## src/rtl/ar_issue_arbiter_pkg.sv

```systemverilog
`default_nettype none
// ============================================================================
//  Module  : ar_arb_pkg
//  Brief   : AR FIFO word layout, arbiter state encoding and packing helper.
//  Rev     : 1.0  initial release
// ============================================================================
package ar_arb_pkg;

  localparam int BURST_LSB = 0;
  localparam int SIZE_LSB  = 2;
  localparam int LEN_LSB   = 5;
  localparam int ADDR_LSB  = 9;
  localparam int ID_LSB    = 41;
  localparam int AR_WORD_W = 49;

  typedef struct packed {
    logic [7:0]  id;
    logic [31:0] addr;
    logic [3:0]  len;
    logic [2:0]  size;
    logic [1:0]  burst;
  } ar_word_t;

  typedef enum logic {
    ARB_IDLE = 1'b0,
    ARB_PUSH = 1'b1
  } arb_state_t;

  // The master index becomes the upper ID nibble so R responses can be routed back.
  function automatic ar_word_t pack_ar(input logic [3:0]  mst,
                                       input logic [3:0]  id,
                                       input logic [31:0] addr,
                                       input logic [3:0]  len,
                                       input logic [2:0]  size,
                                       input logic [1:0]  burst);
    ar_word_t w;
    w.id    = {mst, id};
    w.addr  = addr;
    w.len   = len;
    w.size  = size;
    w.burst = burst;
    return w;
  endfunction

endpackage
`default_nettype wire

```

## src/rtl/ar_issue_arbiter_if.sv

```systemverilog
`default_nettype none
// ============================================================================
//  Module  : ar_issue_arbiter_if
//  Brief   : Per-master AR request bundle, FIFO write side and retire path.
//  Rev     : 1.0  initial release
// ============================================================================
interface ar_issue_arbiter_if #(
  parameter int NUM_MST = 3
);
  import ar_arb_pkg::*;

  logic [NUM_MST-1:0]       arvalid_m;
  logic [NUM_MST-1:0]       arready_m;
  logic [NUM_MST-1:0][3:0]  arid_m;
  logic [NUM_MST-1:0][31:0] araddr_m;
  logic [NUM_MST-1:0][3:0]  arlen_m;
  logic [NUM_MST-1:0][2:0]  arsize_m;
  logic [NUM_MST-1:0][1:0]  arburst_m;
  logic                     wpush;
  logic [AR_WORD_W-1:0]     wdata;
  logic                     wfull;
  logic                     rdone;
  logic [3:0]               rdone_mst;
  logic [NUM_MST-1:0][3:0]  outs_cnt;

  // Arbiter side
  modport slave (
    input  arvalid_m, arid_m, araddr_m, arlen_m, arsize_m, arburst_m,
    input  wfull, rdone, rdone_mst,
    output arready_m, wpush, wdata, outs_cnt
  );

  // Masters / FIFO / R-path side
  modport master (
    output arvalid_m, arid_m, araddr_m, arlen_m, arsize_m, arburst_m,
    output wfull, rdone, rdone_mst,
    input  arready_m, wpush, wdata, outs_cnt
  );

endinterface
`default_nettype wire

```

## src/rtl/ar_issue_arbiter_rr_pick.sv

```systemverilog
`default_nettype none
// ============================================================================
//  Module  : rr_pick
//  Brief   : Combinational round-robin picker, searching upward from last_grant+1.
//  Rev     : 1.0  initial release
// ============================================================================
module rr_pick #(
  parameter int NUM_MST = 3
) (
  input  logic [NUM_MST-1:0] req,
  input  logic [3:0]         last_grant,
  output logic [NUM_MST-1:0] grant,
  output logic [3:0]         winner
);

  logic       w_hi_hit;
  logic [3:0] w_hi_idx;
  logic       w_lo_hit;
  logic [3:0] w_lo_idx;

  // Lowest requester above last_grant wins; otherwise wrap to the lowest overall.
  always_comb begin
    w_hi_hit = 1'b0;
    w_hi_idx = 4'd0;
    w_lo_hit = 1'b0;
    w_lo_idx = 4'd0;
    for (int i = NUM_MST - 1; i >= 0; i--) begin
      if (req[i] && (4'(i) > last_grant)) begin
        w_hi_hit = 1'b1;
        w_hi_idx = 4'(i);
      end
      if (req[i]) begin
        w_lo_hit = 1'b1;
        w_lo_idx = 4'(i);
      end
    end
  end

  always_comb begin
    winner = w_hi_hit ? w_hi_idx : w_lo_idx;
    grant  = '0;
    for (int i = 0; i < NUM_MST; i++) begin
      grant[i] = w_lo_hit && (winner == 4'(i));
    end
  end

endmodule
`default_nettype wire

```

## src/rtl/ar_issue_arbiter.sv

```systemverilog
`default_nettype none
// ============================================================================
//  Module  : ar_issue_arbiter
//  Brief   : Round-robin AR issue arbiter in front of the read-address CDC FIFO,
//            with per-master outstanding-read limiting.
//  Rev     : 1.0  initial release
// ============================================================================
module ar_issue_arbiter
  import ar_arb_pkg::*;
#(
  parameter int NUM_MST  = 3,
  parameter int MAX_OUTS = 4
) (
  input  logic              clk,
  input  logic              rstn,
  ar_issue_arbiter_if.slave bus
);

  arb_state_t               r_state;
  arb_state_t               w_state_nxt;
  ar_word_t                 r_hold;
  logic [3:0]               r_winner;
  logic [3:0]               r_last_grant;
  logic [NUM_MST-1:0][3:0]  r_outs;

  logic [NUM_MST-1:0]       w_elig;
  logic [NUM_MST-1:0]       w_grant;
  logic [3:0]               w_pick;
  logic                     w_any;
  logic                     w_hs;
  logic                     w_accept;
  ar_word_t                 w_word;

  generate
    for (genvar i = 0; i < NUM_MST; i++) begin : g_elig
      assign w_elig[i] = bus.arvalid_m[i] && (r_outs[i] < 4'(MAX_OUTS));
    end
  endgenerate

  rr_pick #(.NUM_MST(NUM_MST)) u_pick (
    .req        (w_elig),
    .last_grant (r_last_grant),
    .grant      (w_grant),
    .winner     (w_pick)
  );

  assign w_any    = |w_grant;
  assign w_hs     = (r_state == ARB_IDLE) && w_any;
  assign w_accept = (r_state == ARB_PUSH) && !bus.wfull;

  // One-hot grant steers the winning master's fields into the FIFO word.
  always_comb begin
    w_word = '0;
    for (int i = 0; i < NUM_MST; i++) begin
      if (w_grant[i]) begin
        w_word = pack_ar(4'(i), bus.arid_m[i], bus.araddr_m[i], bus.arlen_m[i],
                         bus.arsize_m[i], bus.arburst_m[i]);
      end
    end
  end

  // ---------------------------------------------------------------- FSM ----
  always_ff @(posedge clk or negedge rstn) begin
    if (!rstn) r_state <= ARB_IDLE;
    else       r_state <= w_state_nxt;
  end

  always_comb begin
    w_state_nxt = r_state;
    case (r_state)
      ARB_IDLE: if (w_any)      w_state_nxt = ARB_PUSH;
      ARB_PUSH: if (!bus.wfull) w_state_nxt = ARB_IDLE;
      default:                  w_state_nxt = ARB_IDLE;
    endcase
  end

  // ARREADY is gated by rstn so no handshake is signalled while held in reset.
  always_comb begin
    bus.arready_m = ((r_state == ARB_IDLE) && rstn) ? w_grant : '0;
    bus.wpush     = (r_state == ARB_PUSH);
    bus.wdata     = r_hold;
  end

  // ------------------------------------------------- hold / grant tracking --
  always_ff @(posedge clk or negedge rstn) begin
    if (!rstn) begin
      r_hold       <= '0;
      r_winner     <= 4'd0;
      r_last_grant <= 4'(NUM_MST - 1);
    end else begin
      if (w_hs) begin
        r_hold   <= w_word;
        r_winner <= w_pick;
      end
      if (w_accept) r_last_grant <= r_winner;
    end
  end

  // ------------------------------------------------ outstanding counters ----
  generate
    for (genvar i = 0; i < NUM_MST; i++) begin : g_cnt
      logic w_inc;
      logic w_dec;

      assign w_inc = w_accept && (r_winner == 4'(i));
      assign w_dec = bus.rdone && (bus.rdone_mst == 4'(i)) && (r_outs[i] != 4'd0);

      always_ff @(posedge clk or negedge rstn) begin
        if (!rstn)              r_outs[i] <= 4'd0;
        else if (w_inc && !w_dec) r_outs[i] <= r_outs[i] + 4'd1;
        else if (w_dec && !w_inc) r_outs[i] <= r_outs[i] - 4'd1;
      end
    end
  endgenerate

  assign bus.outs_cnt = r_outs;

endmodule
`default_nettype wire

```

## src/flat_wrapper.sv

```systemverilog
// flat-port wrapper written by rule: the top's interface ports become plain ports
module ar_issue_arbiter_flat import ar_arb_pkg::*;
#(
  parameter int NUM_MST  = 3,
  parameter int MAX_OUTS = 4
)
  (clk, rstn, bus_arvalid_m, bus_arid_m, bus_araddr_m, bus_arlen_m, bus_arsize_m, bus_arburst_m, bus_wfull, bus_rdone, bus_rdone_mst, bus_arready_m, bus_wpush, bus_wdata, bus_outs_cnt);
  ar_issue_arbiter_if #(.NUM_MST(NUM_MST)) bus_i ();
  input  logic clk;
  input  logic rstn;
  input wire logic [$bits(bus_i.arvalid_m)-1:0] bus_arvalid_m;
  input wire logic [$bits(bus_i.arid_m)-1:0] bus_arid_m;
  input wire logic [$bits(bus_i.araddr_m)-1:0] bus_araddr_m;
  input wire logic [$bits(bus_i.arlen_m)-1:0] bus_arlen_m;
  input wire logic [$bits(bus_i.arsize_m)-1:0] bus_arsize_m;
  input wire logic [$bits(bus_i.arburst_m)-1:0] bus_arburst_m;
  input wire logic [$bits(bus_i.wfull)-1:0] bus_wfull;
  input wire logic [$bits(bus_i.rdone)-1:0] bus_rdone;
  input wire logic [$bits(bus_i.rdone_mst)-1:0] bus_rdone_mst;
  output wire logic [$bits(bus_i.arready_m)-1:0] bus_arready_m;
  output wire logic [$bits(bus_i.wpush)-1:0] bus_wpush;
  output wire logic [$bits(bus_i.wdata)-1:0] bus_wdata;
  output wire logic [$bits(bus_i.outs_cnt)-1:0] bus_outs_cnt;
  assign bus_i.arvalid_m = bus_arvalid_m;
  assign bus_i.arid_m = bus_arid_m;
  assign bus_i.araddr_m = bus_araddr_m;
  assign bus_i.arlen_m = bus_arlen_m;
  assign bus_i.arsize_m = bus_arsize_m;
  assign bus_i.arburst_m = bus_arburst_m;
  assign bus_i.wfull = bus_wfull;
  assign bus_i.rdone = bus_rdone;
  assign bus_i.rdone_mst = bus_rdone_mst;
  assign bus_arready_m = bus_i.arready_m;
  assign bus_wpush = bus_i.wpush;
  assign bus_wdata = bus_i.wdata;
  assign bus_outs_cnt = bus_i.outs_cnt;
  ar_issue_arbiter #(.NUM_MST(NUM_MST), .MAX_OUTS(MAX_OUTS)) u_core (.clk(clk), .rstn(rstn), .bus(bus_i));
endmodule
```

## config.mk

```make
export PLATFORM = sky130hd
export DESIGN_NAME = ar_issue_arbiter_flat
export DESIGN_NICKNAME = d
export VERILOG_FILES = /design/src/rtl/ar_issue_arbiter_pkg.sv /design/src/rtl/ar_issue_arbiter_if.sv /design/src/rtl/ar_issue_arbiter_rr_pick.sv /design/src/rtl/ar_issue_arbiter.sv /design/src/flat_wrapper.sv
export SDC_FILE = /design/constraint.sdc
export NUM_CORES = 1
export LEC_CHECK = 0
export CAP_MARGIN = 20
export CORE_MARGIN = 2
export CORE_UTILIZATION = 36
export CTS_CLUSTER_SIZE = 14
export DETAILED_ROUTE_END_ITERATION = 10
export GPL_ROUTABILITY_DRIVEN = 0
export MAX_ROUTING_LAYER = met4
export PLACE_DENSITY = 0.87
export SLEW_MARGIN = 0
export SYNTH_ARGS = -nofsm -noshare
export SYNTH_HDL_FRONTEND = slang
export SYNTH_SLANG_ARGS = --single-unit
```

## constraint.sdc

```tcl
create_clock -name clk -period 2.4 [get_ports clk]
set_clock_uncertainty 0.2 [all_clocks]
set_input_delay 0.48 -clock clk [delete_from_list [all_inputs] [get_ports clk]]
set_output_delay 0.48 -clock clk [all_outputs]
set_load 0.1 [all_outputs]
```

# Word level (Yosys, flattened, before mapping)
# Index checks and enable logic that the tools add are counted.
[totals] reg_bits=70
[classes] addsub=6 n_lt_le_gt_ge=6 eq_ne=6 mux=26 bitwise_logic=1 reduce_logical=44
[op_table] cell="49-bit 2-to-1 mux" n=2
[op_table] cell="45-bit 2-to-1 mux" n=1
[op_table] cell="4-bit 2-to-1 mux" n=11
[op_table] cell="1-bit logical AND" n=27
[op_table] cell="4-bit by 1-bit adder with 4-bit output, second input constant" n=3
[op_table] cell="4-bit by 1-bit == test with 1-bit output, second input constant" n=3
[op_table] cell="4-bit by 2-bit == test with 1-bit output, second input constant" n=3
[op_table] cell="4-bit zero test" n=3
[op_table] cell="4-bit by 3-bit < comparator with 1-bit output, second input constant" n=3
[op_table] cell="4-bit nonzero test" n=3
[op_table] cell="4-bit by 1-bit subtractor with 4-bit output, second input constant" n=3
[op_table] cell="1-bit by 4-bit > comparator with 1-bit output, first input constant" n=2
[op_table] cell="1-bit 2-to-1 mux" n=8
[op_table] cell="1-bit zero test" n=7
[op_table] cell="2-bit nonzero test" n=3
[op_table] cell="2-bit by 4-bit > comparator with 1-bit output, first input constant" n=1
[op_table] cell="2-bit 2-to-1 mux" n=2
[op_table] cell="3-bit 2-to-1 mux" n=1
[op_table] cell="3-bit OR reduction" n=1
[op_table] cell="1-bit case mux with 2 select lines" n=1
[op_table] cell="1-bit inverter" n=1

# Depth between registers and ports, before layout
[depth] ltp_word=12 mapped_depth=10

# By module
# From an unflattened synthesis, not the netlist that was laid out.
[unflattened] cells_unflattened=415 hier_area_um2=3975.1
[modules_own_cells] mod="ar_issue_arbiter" instances=1 cells_each=400 area_per_inst_um2=3866.2
[modules_own_cells] mod="rr_pick" instances=1 cells_each=15 area_per_inst_um2=108.9

# Worst setup path after synthesis
# No wires, ideal clock.
[synth_timing] kind="reg-to-output" startpoint="register u_core.r_outs, in the netlist u_core.bus.outs_cnt[7]" endpoint="output bus_arready_m[2]" arrival_time_ps=3189 setup_slack_ps=-1469 path_stages_with_launch=7 cell_sequence="dfrtp_1 -> or3b_1 -> clkbuf_1 -> a32oi_2 -> buf_4 -> buf_4 -> nor2_1"
[synth_between] elab_chain_cells=9
[synth_lines] item="start, declared" line="ar_issue_arbiter.sv:24" source="logic [NUM_MST-1:0][3:0] r_outs;"
[synth_lines] item="start signal, assigned by index" line="ar_issue_arbiter.sv:110" source="else if (w_inc && !w_dec) r_outs[i] <= r_outs[i] + 4'd1;"
[synth_lines] item="start signal, assigned by index" line="ar_issue_arbiter.sv:111" source="else if (w_dec && !w_inc) r_outs[i] <= r_outs[i] - 4'd1;"
[synth_lines] item="4-bit by 3-bit < comparator with 1-bit output *" line="ar_issue_arbiter.sv:36" source="assign w_elig[i] = bus.arvalid_m[i] && (r_outs[i] < 4'(MAX_OUTS));"
[synth_lines] item="1-bit logical AND *" line="ar_issue_arbiter.sv:36"
[synth_lines] item="1-bit logical AND" line="ar_issue_arbiter_rr_pick.sv:28" source="if (req[i] && (4'(i) > last_grant)) begin"
[synth_lines] item="4-bit 2-to-1 mux or 1-bit 2-to-1 mux (tied branches) (2 in series)" line="ar_issue_arbiter_rr_pick.sv:28"
[synth_lines] item="4-bit 2-to-1 mux" line="ar_issue_arbiter_rr_pick.sv:40" source="winner = w_hi_hit ? w_hi_idx : w_lo_idx;"
[synth_lines] item="4-bit by 2-bit == test with 1-bit output" line="ar_issue_arbiter_rr_pick.sv:43" source="grant[i] = w_lo_hit && (winner == 4'(i));"
[synth_lines] item="1-bit logical AND *" line="ar_issue_arbiter_rr_pick.sv:43"
[synth_lines] item="3-bit 2-to-1 mux *" line="ar_issue_arbiter.sv:79" source="bus.arready_m = ((r_state == ARB_IDLE) && rstn) ? w_grant : '0;"
[synth_lines] item="end, declared" line="flat_wrapper.sv:20" source="output wire logic [$bits(bus_i.arready_m)-1:0] bus_arready_m;"
# Mark *: on every way between the ends. The rest lies on a longest branch, timed or not.

# Final worst setup path
[layout_timing] startpoint="register u_core.r_outs, in the netlist u_core.bus.outs_cnt[6]" endpoint="output bus_arready_m[0]"
[layout_between] elab_chain_cells=9
[layout_lines] item="4-bit by 3-bit < comparator with 1-bit output *" line="ar_issue_arbiter.sv:36"
[layout_lines] item="1-bit logical AND *" line="ar_issue_arbiter.sv:36"
[layout_lines] item="1-bit logical AND" line="ar_issue_arbiter_rr_pick.sv:28"
[layout_lines] item="4-bit 2-to-1 mux or 1-bit 2-to-1 mux (tied branches) (2 in series)" line="ar_issue_arbiter_rr_pick.sv:28"
[layout_lines] item="4-bit 2-to-1 mux" line="ar_issue_arbiter_rr_pick.sv:40"
[layout_lines] item="4-bit zero test" line="ar_issue_arbiter_rr_pick.sv:43"
[layout_lines] item="1-bit logical AND *" line="ar_issue_arbiter_rr_pick.sv:43"
[layout_lines] item="3-bit 2-to-1 mux *" line="ar_issue_arbiter.sv:79"
# Marked as above.

==> flow_summary.ini <==
[outcome]
status = complete, but fails checks
violations = setup timing

[setup_path]
criticalPathCategory = flop to primary output
cp-start-kind = flop
r2r-start = u_core.bus.outs_cnt[7]$_DFFE_PN0P_
endpoint_kind = primary output
worstPathRequired_ns = 1.72
worst-r2r-setup-slack_ns = -0.10
cp.arrival_ns = 1.96
worstPathCellList = or4b_4 > a32oi_4 > and3_4 > buf_12
r2r-end = u_core.bus.outs_cnt[7]$_DFFE_PN0P_
crit_path_max_fanout = 3
worstRegToRegCells = 10
max_stage_delay_ns = 0.54
cp_slowest_cell = or4b_4

[synth]
synth_edf_count = 0
yosysWarnings = 0
synthMostInstantiatedCell = dfrtp_1
syn-mean-instance-area_um2 = 10.8
synth-main-ff-cell = dfrtp_1
synth_area_leaders = dfrtp_1, a221oi_2, o31ai_2
synth_seq_cells = 64
syn_area_um2 = 4010
synthArstFlopShare = 1.00
synth_area_leader_cell = dfrtp_1
synthDistinctLibCells = 43
seq_area_frac_synth = 0.400
synth_cells = 373
synthTopCellsByCount = dfrtp_1, nand2_1, nor2_1, a221oi_2, o31ai_2
synth.top_cell.area_share = 0.393

[floorplan]
fp.dieArea_um2 = 12000
io_pins = 211
die_height_um = 110
die_w_um = 110
start_util = 0.370
core-area_um2 = 10800
rows = 38

[sta]
finalSetupTns_ns = -0.754
finalMaxSlewViolations = 0
tightest_slew_ns = 0.840
rsz0062_at_grt = true
period_share = 1.10
max_freq_mhz = 379
finalWorstSetupSlack_ns = -0.238
hold_viol = 0
relSlewSlack = 0.440
setup_viol = 7
period_minus_slack_ns = 2.64

[clocking]
clock-sinks = 64
ctsHoldBuffers = 0
cts_tree = done
clock_latency_ns = 0.34
root_buffer = clkbuf_8
cts_buffer_depth = 2
cts_max_level = 3
cts_buffers = 9
clk_pin_slew_ns = 0.08

[routing]
routedWlPerCell_um = 17.8
wirelength_um = 13600
route.detailed.drc = 0
num_vias = 4027
via_per_inst = 5.26
ant_nets = 0
firstDrtPassIters = 4
drt_iter0_markers = 207

[run]
drv_cap = 0

[global_routing]
grt_pass1_vias = 4173
grt_usage = 0.229
grt_pass1_wl_um = 20600
grt_overflow_total = 0
antenna_found_initial = 0
grt_max_degree = 65

[placement]
dpl.hpwl_um = 9950
io_buffers = 208
pre_cts_ws_ns = -0.630
dp_cells = 741

[final_layout]
syn_to_final_growth_pct = 73.5
register_area_um2 = 1650
final_nets = 778
multiInputGateArea_um2 = 2440
instances_no_fill = 765
fill_cells = 839
diodes = 0
drive_gt1_frac = 0.416

[min_path]
hold_class = input port to async pin
-- critical path, delay by kind of cell (launching register included) --
kind	cells	cell delay (ns)
and+or+nand+nor	2	0.77
DFF	1	0.48
AOI/OAI and AO/OA	1	0.20
buffers and inverters	1	0.17
-- state kept, by name (all words and copies together), names as in the netlist --
| register | flops |
|---|---|
| u_core.bus.wdata | 47 |
| u_core.bus.outs_cnt | 12 |
| u_core.r_last_grant | 2 |
| u_core.r_winner | 2 |
| u_core.bus.wpush | 1 |
-- metal layers --
metal	part of all wire	vias up	global-route usage
li1	-	1881	-
met1	0.41	1953	0.271
met2	0.51	174	0.392
met3	0.060	19	0.0385
met4	0.016	0	0.0805
met5	0	-	-
-- worst max path at each step --
stage	from	to	slack, ns
5_1_grt	u_core.bus.outs_cnt[6]$_DFFE_PN0P_	bus_arready_m[0]	-0.28
6_report	u_core.bus.outs_cnt[6]$_DFFE_PN0P_	bus_arready_m[0]	-0.24
4_1_cts	u_core.bus.outs_cnt[6]$_DFFE_PN0P_	bus_arready_m[0]	-0.25
3_5_place_dp	bus_rdone_mst[3]	u_core.bus.outs_cnt[7]$_DFFE_PN0P_	-0.63
2_1_floorplan	u_core.bus.outs_cnt[7]$_DFFE_PN0P_	bus_arready_m[0]	-0.40
3_3_place_gp	bus_rdone_mst[3]	u_core.bus.outs_cnt[3]$_DFFE_PN0P_	-0.56
-- stage by stage --
step	util	hold WS (ns)	area, um^2
finish	0.642	0.152	6960
global route	0.642	0.227	6960
CTS	0.636	0.172	6890
detailed placement	0.603	0.270	6540
global placement	0.603	0.265	6540
floorplan	-	-0.0156	4120
-- repair_timing --
action | 4_1_cts | 5_1_grt
pin swaps | 23 | 12
setup endpoints to repair | 37 | 14
buffers inserted | 7 | 1
cloned | 0 | 0
resized for setup | 34 | 17
-- cells by family (layout without fill, tap and decap cells) --
family,after synthesis,in the layout,synth area share
AOI/OAI and AO/OA,111,111,0.316
adders and majority gates,12,12,0.0431
other,1,2,0.000935
and+or+nand+nor,132,132,0.144
buffers and inverters,36,287,0.0543
DFF,64,64,0.400
muxes,8,8,0.0215
xor gates and xnor gates,9,9,0.0197
-- cell type report --
cell class	count	share of cell area
inverters	3	0.00198
clock buffers	16	0.0245
repair buffers	268	0.360
well taps	140	0.0252
flip-flops and latches	64	0.237
multi-input cells	274	0.351
-- layout by cell type, fill, tap and decap left out, drive strengths merged, types with 2 or more instances in the layout --
master	n
a21o	3
nor3b	5
or4b	2
nor2	54
nand2b	3
or3b	3
conb	2
mux2	5
fa	3
xnor2	9
mux2i	3
dlygate4sd2	6
nor4	2
o31ai	45
o21ai	8
clkbuf	18
ha	9
inv	3
a21oi	4
clkdlybuf4s50	136
a221oi	45
buf	124
nand2	56
a32oi	2
dfrtp	63
Power is left out: the tool's default activity adds up to more than one toggle a clock period on the data nets, which glitch-free logic cannot reach.
